==> src/rtl/lc3b_mem_sequencer_pkg.sv <==
// lc3b_types: shared LC-3b memory operation and error encodings
package lc3b_types;
    typedef enum logic {mem_op_read, mem_op_write} lc3b_mem_op;
    typedef enum logic {mem_err_none, mem_err_timeout} lc3b_mem_err;
endpackage

==> src/rtl/lc3b_mem_sequencer_lane_align.sv <==
// lc3b_lane_align: byte-lane enables, store replication and load extraction
module lc3b_lane_align #(
    parameter int DATA_WIDTH = 16
) (
    input  logic [$clog2(DATA_WIDTH/8)-1:0] lane,
    input  logic                            byte_sel,
    input  logic [DATA_WIDTH-1:0]           wdata,
    input  logic [DATA_WIDTH-1:0]           rdata,
    output logic [DATA_WIDTH/8-1:0]         byte_enable,
    output logic [DATA_WIDTH-1:0]           wdata_out,
    output logic [DATA_WIDTH-1:0]           rdata_out
);
    localparam int LANES = DATA_WIDTH / 8;
    logic [DATA_WIDTH-1:0] shifted;
    always_comb begin
        shifted     = rdata >> {lane, 3'b000};
        byte_enable = byte_sel ? {{(LANES-1){1'b0}}, 1'b1} << lane : '1;
        wdata_out   = byte_sel ? {LANES{wdata[7:0]}} : wdata;
        rdata_out   = byte_sel ? {{(DATA_WIDTH-8){1'b0}}, shifted[7:0]} : rdata;
    end
endmodule

==> src/rtl/lc3b_mem_sequencer.sv <==
// lc3b_mem_sequencer: request/response memory engine with indirection and wait-state timeout
module lc3b_mem_sequencer
    import lc3b_types::*;
#(
    parameter int DATA_WIDTH = 16,
    parameter int ADDR_WIDTH = 16,
    parameter int TIMEOUT    = 255
) (
    input  logic                    clk,
    input  logic                    reset,
    input  logic                    req_valid,
    output logic                    req_ready,
    input  lc3b_mem_op              req_op,
    input  logic                    req_byte,
    input  logic                    req_indirect,
    input  logic [ADDR_WIDTH-1:0]   req_addr,
    input  logic [DATA_WIDTH-1:0]   req_wdata,
    output logic                    resp_valid,
    output logic [DATA_WIDTH-1:0]   resp_rdata,
    output logic                    resp_err,
    output logic [ADDR_WIDTH-1:0]   mem_address,
    output logic                    mem_read,
    output logic                    mem_write,
    output logic [DATA_WIDTH/8-1:0] mem_byte_enable,
    output logic [DATA_WIDTH-1:0]   mem_wdata,
    input  logic [DATA_WIDTH-1:0]   mem_rdata,
    input  logic                    mem_resp
);
    localparam int LW = $clog2(DATA_WIDTH / 8);
    localparam int CW = TIMEOUT > 0 ? $clog2(TIMEOUT + 1) : 1;

    typedef enum logic [2:0] {IDLE, PTR, GAP, ACCESS, RESP} state_t;

    state_t                  state;
    lc3b_mem_op              op_q;
    lc3b_mem_err             err_q;
    logic                    byte_q;
    logic [ADDR_WIDTH-1:0]   addr_q;
    logic [DATA_WIDTH-1:0]   wdata_q;
    logic [DATA_WIDTH-1:0]   rdata_q;
    logic [CW-1:0]           cnt_q;
    logic [DATA_WIDTH/8-1:0] lane_be;
    logic [DATA_WIDTH-1:0]   lane_wdata;
    logic [DATA_WIDTH-1:0]   lane_rdata;
    logic                    expired;

    lc3b_lane_align #(.DATA_WIDTH(DATA_WIDTH)) u_align (
        .lane        (addr_q[LW-1:0]),
        .byte_sel    (byte_q),
        .wdata       (wdata_q),
        .rdata       (mem_rdata),
        .byte_enable (lane_be),
        .wdata_out   (lane_wdata),
        .rdata_out   (lane_rdata)
    );

    // the limit is hit on the cycle whose increment would reach TIMEOUT
    assign expired = (TIMEOUT != 0) && (cnt_q == CW'(TIMEOUT - 1));

    always_comb begin
        req_ready       = (state == IDLE) && !reset;
        resp_valid      = state == RESP;
        resp_rdata      = rdata_q;
        resp_err        = err_q == mem_err_timeout;
        mem_address     = addr_q;
        mem_read        = (state == PTR) || (state == ACCESS && op_q == mem_op_read);
        mem_write       = state == ACCESS && op_q == mem_op_write;
        mem_byte_enable = state == PTR ? '1 : state == ACCESS ? lane_be : '0;
        mem_wdata       = lane_wdata;
    end

    always_ff @(posedge clk) begin
        if (reset) begin
            state   <= IDLE;
            op_q    <= mem_op_read;
            err_q   <= mem_err_none;
            byte_q  <= 1'b0;
            addr_q  <= '0;
            wdata_q <= '0;
            rdata_q <= '0;
            cnt_q   <= '0;
        end else begin
            case (state)
                IDLE: if (req_valid) begin
                    op_q    <= req_op;
                    byte_q  <= req_byte;
                    addr_q  <= req_addr;
                    wdata_q <= req_wdata;
                    rdata_q <= '0;
                    err_q   <= mem_err_none;
                    cnt_q   <= '0;
                    state   <= req_indirect ? PTR : ACCESS;
                end
                PTR: if (mem_resp) begin
                    addr_q <= mem_rdata[ADDR_WIDTH-1:0];
                    state  <= GAP;
                end else if (expired) begin
                    err_q <= mem_err_timeout;
                    state <= RESP;
                end else begin
                    cnt_q <= cnt_q + 1'b1;
                end
                GAP: begin
                    cnt_q <= '0;
                    state <= ACCESS;
                end
                ACCESS: if (mem_resp) begin
                    rdata_q <= op_q == mem_op_write ? '0 : lane_rdata;
                    state   <= RESP;
                end else if (expired) begin
                    rdata_q <= '0;
                    err_q   <= mem_err_timeout;
                    state   <= RESP;
                end else begin
                    cnt_q <= cnt_q + 1'b1;
                end
                default: state <= IDLE;
            endcase
        end
    end
endmodule

==> config.mk <==
export PLATFORM = sky130hd
export DESIGN_NAME = lc3b_mem_sequencer
export DESIGN_NICKNAME = d
export VERILOG_FILES = /design/src/rtl/lc3b_mem_sequencer_pkg.sv /design/src/rtl/lc3b_mem_sequencer_lane_align.sv /design/src/rtl/lc3b_mem_sequencer.sv
export SDC_FILE = /design/constraint.sdc
export NUM_CORES = 1
export LEC_CHECK = 0
export ABC_AREA = 1
export CORE_UTILIZATION = 46
export DETAILED_ROUTE_END_ITERATION = 6
export GPL_TIMING_DRIVEN = 0
export PLACE_DENSITY_LB_ADDON = 0.05
export SYNTH_ARGS = -nofsm -noshare
export SYNTH_HDL_FRONTEND = slang
export SYNTH_SLANG_ARGS = --single-unit
==> constraint.sdc <==
create_clock -name clk -period 3.4 [get_ports clk]
set_input_delay 0.68 -clock clk [delete_from_list [all_inputs] [get_ports clk]]
set_output_delay 0.68 -clock clk [all_outputs]
set_load 0.005 [all_outputs]
# == After elaboration in Yosys (flattened, before gate mapping) ==
# Cells that the tools add are included.
# word_totals
wordCells,66
output_inout_bits,55
reg_bits,62
# op_classes
mux,27
reduce_logical,16
n_addsub,1
n_shift,2
eq_ne,11
bitwise_logic,1
# ops
cell,n
$mux W16,8
$pmux W16 S2,2
$mux W8,3
$pmux W8 S3,1
$shr A16 B4 Y8,1
$mux W3,4
$pmux W3 S4,1
$add A8 B1 Y8 const B,1
$eq A8 B8 Y1 const B,1
$mux W2,4
$ne A2 B2 Y1 const B,4
$reduce_and A4 Y1,2
$eq A3 B2 Y1 const B,2
$reduce_and A3 Y1,2
$reduce_bool A2 Y1,3
$eq A3 B1 Y1 const B,1
$eq A3 B3 Y1 const B,1
$logic_and A1 B1 Y1,3
$logic_not A3 Y1,1
$mux W1,3
$ne A3 B3 Y1 const B,1
$reduce_bool A3 Y1,1
$ne A2 B1 Y1 const B,1
$pmux W1 S2,1
6 further kinds,6

# == Depth between registers and ports, before layout ==
# Gate-level depths: netlist (run 1).
# depth
ltp_word,5
ltp_mapped,10

# == By module ==
# From an unflattened synthesis (run 1), not the netlist that was laid out.
# unflattened
hier_cells,447
area_unflattened_um2,3244.4
# by_module_without_submodules
mod,seq_area_each_um2,instances,area_per_inst_um2,cells_per_inst
lc3b_mem_sequencer,1241.2,1,2826.5,367
lc3b_lane_align,0.0,1,417.9,80

# == Worst setup path after synthesis (run 1) ==
# Ideal clock, no wire load.
# synth_timing
path_kind,input to output
startpoint,input reset
endpoint,output req_ready
path_buffers,2
path_stages,3
t_required_ns,2.720
setup_slack_ns,1.449
t_arrival_ns,1.271
cell_sequence,clkbuf_1 > clkbuf_1 > nor2_1
# synth_via
elab_chain_cells,2
# synth_lines
item,line,source
from (decl),lc3b_mem_sequencer.sv:10,"input logic reset,"
$logic_not A1 Y1,lc3b_mem_sequencer.sv:61,req_ready = (state == IDLE) && !reset;
$logic_and A1 B1 Y1,lc3b_mem_sequencer.sv:61,
to (decl),lc3b_mem_sequencer.sv:12,"output logic req_ready,"
# Every way passes these cells.

# == Worst setup path after layout (run 1) ==
# layout_timing
startpoint,register byte_q
endpoint,output mem_byte_enable[1]
# layout_via
elab_chain_cells,3
# layout_lines
item,line,source
from (decl),lc3b_mem_sequencer.sv:37,logic byte_q;
from (signal assigned),lc3b_mem_sequencer.sv:86,byte_q <= req_byte;
$mux W2,lc3b_mem_sequencer_lane_align.sv:17,"byte_enable = byte_sel ? {{(LANES-1){1'b0}}, 1'b1} << lane : '1;"
$mux W2 (2 in a row),lc3b_mem_sequencer.sv:68,mem_byte_enable = state == PTR ? '1 : state == ACCESS ? lane_be : '0;
to (decl),lc3b_mem_sequencer.sv:24,"output logic [DATA_WIDTH/8-1:0] mem_byte_enable,"
# Every way passes these cells.

==> results of run 1 <==
==> final timing paths <==
path / to / depth (start not counted)
max: mem_byte_enable[1] / 5
min reg2reg: wdata_q[11]$_SDFFE_PP0P_ / 2
min: wdata_q[11]$_SDFFE_PP0P_ / 2
max reg2reg: byte_q$_SDFFE_PP0P_ / 8
==> routing by layer <==
metal	global-route usage, %	vias up	routed length (um)
li1	-	1694	-
met4	11.6	0	205
met5	0	-	0
met3	5.44	20	417
met1	33.8	1481	4090
met2	40.4	90	4010
==> area by class of cell <==
| class | count | area share [%] |
|---|---|---|
| repair buffers | 107 | 24.5 |
| well taps | 77 | 2.20 |
| clock buffers | 10 | 2.91 |
| plain buffers | 31 | 4.09 |
| multi-input cells | 322 | 34.3 |
| flip-flops and latches | 62 | 28.3 |
| clock inverters | 3 | 0.343 |
| inverters | 38 | 3.37 |
==> worst min-delay path, cell delays in order (launching register included) <==
cell,delay [ns]
dfxtp_1,0.30
inv_1,0.06
a21oi_1,0.05
==> state kept, by name, indices dropped and copies added, names as in the netlist <==
signal,flops
resp_err,1
byte_q,1
wdata_q,16
mem_address,16
cnt_q,8
op_q,1
state,3
resp_rdata,16
==> power groups by stage <==
stage	Combinational (uW)	Sequential [uW]	Clock, uW
floorplan	274	839	0
global placement	521	841	0
detailed placement	527	845	0
CTS	530	829	518
global route	584	837	553
finish	529	829	508
==> logic make-up after synthesis <==
group / after synthesis
buf+inv: 69
flops: 62
compound gates: 101
xor+xnor: 2
fa+ha+maj: 2
simple gates: 217
==> layout by cell type (no fill, tap or decap), types with 2 or more instances in the layout <==
cell             count
nand4_1              5
nor2_1              69
nand2_1             94
nor3_1               9
clkbuf_1            13
inv_4                2
buf_4               11
clkbuf_8             9
ha_1                 2
inv_2                2
buf_6                2
nand3_1             31
clkdlybuf4s50_1    107
buf_2                4
o21ai_0             61
clkinv_2             3
dfxtp_1             62
nor2_4               5
inv_1               34
a21oi_1             38
==> stage by stage <==
step                      utilization [%]  hold WS (ns)  total power, uW
after CTS                            68.6         0.454             1880
final                                68.6         0.454             1870
after global placement               66.3         0.438             1360
after global routing                 68.6         0.467             1970
after floorplan                         -         0.424             1110
after detailed placement             66.3         0.443             1370
==> impl_metrics.ini, run 1 <==
[synthesis]
synth_common_cells = 94 x nand2_1, 69 x nor2_1, 62 x dfxtp_1, 61 x o21ai_0, 38 x a21oi_1
ys_seq_area_share_pct = 40.4
synth_cell_types = 27
synth_edf_count = 0
synth_xor_area_share_pct = 0.571
yosys_warnings = 0
synth_simple_gate_area_share_pct = 30.9
yosys_most_used_dff = dfxtp_1
yosysMostFrequentCell = nand2_1
synth_compound_area_share_pct = 16.7
synth_fa_ha_area_share_pct = 0.815
synth_cells = 453
avgSynthCellArea_um2 = 6.78
synth.area.top_cells = dfxtp_1 40%, nand2_1 11%, o21ai_0 9.9%
yosys.area.top_type_share_pct = 40.4
synthArstFlopShare_pct = 0
synth_area_leader_cell = dfxtp_1
ys_ff_latch = 62
synth_top_family_by_area = simple AND/OR/NAND/NOR gates
synth_fp_nets = 510
synth_mux_area_share_pct = 0
syn_area_mm2 = 0.00307

[worst_setup_path]
cpPeakStageDelay_ns = 0.46
crit_chain = clkbuf_1 -> inv_1 -> nor2_1 -> a21oi_1 -> clkdlybuf4s50_1
cp.required_ns = 2.72
endpoint_kind = output port
r2r-start = state[2]$_SDFFE_PP0N_
slowest_stage = clkdlybuf4s50_1
crit_fanout = 10
r2r_setup_slack_ns = 1.75
critPathLaunchType = flip-flop
crit_family = buffers and inverters
cp-startpoint = byte_q$_SDFFE_PP0P_
critPathKind = flip-flop to output port
crit_buf_inv = 3
cp.arrival_ns = 2.05

[sta]
max_freq_mhz = 366
rsz0062_at_grt = no
fin_ws_ns = 0.666
min_period_ns = 2.73
skew_ns = 0.00985
setup_tns_ns = 0
slew_viol_final = 0
post-route-period-util_pct = 80.4
finalHoldViolCount = 0
tightest_slew_ns = 0.481
slew_headroom_pct = 67.9
setup_viol = 0

[route]
drt_iter0_markers = 121
dr.pass1.iters = 5
drc = 0
avgRoutedWirePerCell_um = 13.4
vias = 3285
ant_nets = 0
drt-vias-per-instance = 5.05
wl_mm = 8.72

[die]
io-pin-count = 110
coreArea_mm2 = 0.00639
fp.dieH_um = 83.7
start_util_pct = 48.1
die-area_mm2 = 0.00700
std_cell_rows = 29
die_x_um = 83.7

[place]
dp_worst_setup_slack_ns = 0.804
dp_hpwl_mm = 6.73
placed_cell_area_mm2 = 0.00424
io_buffers = 107
gp_congestion = 0.845
dp_cells = 637

[flow_run]
max_cap_viol_count = 0

[final_layout]
drive_gt1_share_pct = 7.68
n_fill_cell = 583
diodes = 0
area_growth_syn_to_layout_pct = 42.7
fin_nets = 628
area.sequential_mm2 = 0.00124
stdcell_area_mm2 = 0.00438
final_cells = 650
multi_input_area_mm2 = 0.00150

[global_route]
grt_max_degree = 11
grt_pass1_vias = 2999
track_usage_pct = 25.7
antenna_found_initial = 0
grt-ovfl-total = 0
grt_pass1_wl_mm = 14.2

[power_and_ir_drop]
p_per_area_mw_per_mm2 = 426
cellLeakagePower_uw = 0.00175
switchingPower_uw = 561
swShare_pct = 30.1
clkPwrFrac_pct = 27.2
p_comb_share_pct = 28.3
p_int_uw = 1300
ir_drop_mv = 0.302
p_seq_share_pct = 44.4

[outcome]
outcome = completed

[hold_path]
holdCritPathClass = flip-flop to flip-flop
min-delay-start = wdata_q[11]$_SDFFE_PP0P_

[clocking]
hold_buffers = 0
cts.sinks = 62
htreeDepth = 3
post-cts-setup-buffers = 0
cts_made_buffers = 9
cts_tree = done
clk_pin_slew_worst_paths_ns = 0.07
clockBufferDepth = 2
root_buffer = clkbuf_8
clkLatencyLatePin_ns = 0.34
cts_resized = 0
Note: power is estimated with default switching activity, not from simulation.
==> run 2: changes to the inputs <==
CORE_UTILIZATION = 45   (was 46)
clock period = 2.9 ns   (was 3.4 ns; I/O delays follow)
==> run 2 against run 1 <==
Effect of this change: the flow now finishes with violations (DRC); sequential share of layout area down 0.081 points; clock skew about the same; count of clock-buffer cells in the layout up 2; worst setup slack worse by 0.36 ns; worst hold slack better by 0.0022 ns; core utilization down 0.58 points; non-clock buffer count unchanged; largest power group unchanged; highest routed layer unchanged.
==> impl_metrics.ini, run 2 (synthesized netlist as in run 1, its figures left out) <==
[clocking]
cts_tree = done
post-cts-setup-buffers = 0
clkLatencyLatePin_ns = 0.34
clockBufferDepth = 2
cts_made_buffers = 9
htreeDepth = 3
root_buffer = clkbuf_8
clk_pin_slew_worst_paths_ns = 0.07
cts.sinks = 62
hold_buffers = 0
cts_resized = 0

[final_layout]
area_growth_syn_to_layout_pct = 43.1
diodes = 0
n_fill_cell = 615
fin_nets = 628
stdcell_area_mm2 = 0.00439
drive_gt1_share_pct = 7.67
final_cell_mix = 107 x clkdlybuf4s50_1, 94 x nand2_1, 69 x nor2_1, 62 x dfxtp_1, 61 x o21ai_0
final_common_cell = clkdlybuf4s50_1

[sta]
skew_ns = 0.00945
slew_headroom_pct = 69.1
post-route-period-util_pct = 89.6
setup_tns_ns = 0
slew_viol_final = 0
max_freq_mhz = 385
setup_viol = 0
tightest_slew_ns = 0.464
min_period_ns = 2.60
finalHoldViolCount = 0
rsz0062_at_grt = no

[hold_path]
min-delay-start = wdata_q[11]$_SDFFE_PP0P_
worstHoldPathCells = 2
holdCritPathClass = flip-flop to flip-flop

[route]
vias = 3306
ant_nets = 0
avgRoutedWirePerCell_um = 13.4
drt_iter0_markers = 129
drt-vias-per-instance = 5.08
drc = 9
dr.pass1.iters = 7
wl_mm = 8.71

[worst_setup_path]
critPathKind = flip-flop to output port
endpoint_kind = output port
cpPeakStageDelay_ns = 0.45
cp-startpoint = byte_q$_SDFFE_PP0P_
crit_chain = clkbuf_1 -> inv_1 -> nor2_1 -> a21oi_1 -> clkdlybuf4s50_1
reg2reg_depth = 8
crit_fanout = 10
cp.arrival_ns = 2.02
slowest_stage = clkdlybuf4s50_1
critPathLaunchType = flip-flop
cp.required_ns = 2.32
r2r-start = state[0]$_SDFFE_PP0N_

[place]
placed_cell_area_mm2 = 0.00424
gp_congestion = 0.848
io_buffers = 107
dp_hpwl_mm = 6.56

[die]
coreArea_mm2 = 0.00646
die-area_mm2 = 0.00715
io-pin-count = 110
start_util_pct = 47.5
die_x_um = 84.6
std_cell_rows = 29
fp.dieH_um = 84.6

[power_and_ir_drop]
cellLeakagePower_uw = 0.00176
ir_drop_mv = 0.295
p_per_area_mw_per_mm2 = 507

[flow_run]
max_cap_viol_count = 0

[global_route]
grt_pass1_vias = 2963
grt_max_degree = 11
grt-ovfl-total = 0
antenna_found_initial = 0
grt_pass1_wl_mm = 13.8
track_usage_pct = 24.3

[outcome]
outcome = finished with violations
violations = DRC
-- run 2: cell count changes in the layout (fill, tap and decap cells not counted) --
cell / before / now
clkbuf_1: 13 / 14
clkbuf_8: 9 / 10
clkinv_2: 3 / 2
-- run 2: final cells by class --
cell class	count	area [um2]	area share, %
sequential	62	1240	28.3
multi-input combinational	322	1500	34.2
clock buffer	12	145	3.30
buffer	31	179	4.07
clock inverter	2	10.0	0.228
tap	77	96.3	2.19
inverter	38	148	3.36
timing repair buffer	107	1070	24.4
-- run 2: critical path, delay by kind of cell (launching register included) --
kind / cells / cell delay (ns)
buffers and inverters: 3 / 1.04
AND/OR/NAND/NOR: 1 / 0.13
flip-flops: 1 / 0.42
AO/OA/AOI/OAI: 1 / 0.09
-- run 2: through the flow --
stage               instances  hold WS, ns  utilization (%)  power, uW  worst slack (ns)
global route              651        0.467             68.0       2350             0.166
floorplan                 453        0.424                -       1310              1.15
detailed placement        637        0.444             65.6       1610             0.455
CTS                       651        0.456             68.0       2230             0.299
finish                    651        0.456             68.0       2230             0.301
global placement          637        0.437             65.6       1600             0.506
-- run 2: final timing paths --
check / end / slack [ns]
setup / recovery: mem_byte_enable[1] / 0.30
hold / removal: wdata_q[11]$_SDFFE_PP0P_ / 0.46
setup reg to reg: op_q$_SDFFE_PP0P_ / 1.26
hold reg to reg: wdata_q[11]$_SDFFE_PP0P_ / 0.46
-- run 2: layer usage --
layer | GRT usage [%] | routed length, um | vias up | part of all wire, %
li1 | - | - | 1689 | -
met3 | 4.42 | 526 | 11 | 6.0
met1 | 31.6 | 4030 | 1494 | 46
met4 | 8.94 | 129 | 0 | 1.5
met2 | 40.5 | 4030 | 112 | 46
met5 | 0 | 0 | - | 0
-- run 2: power by group --
part,internal [uW],leakage [uW],switching [uW]
registers,926,0.000508,45.5
logic,313,0.00117,309
clock network,321,0.0000821,313
total,1560,0.00176,667
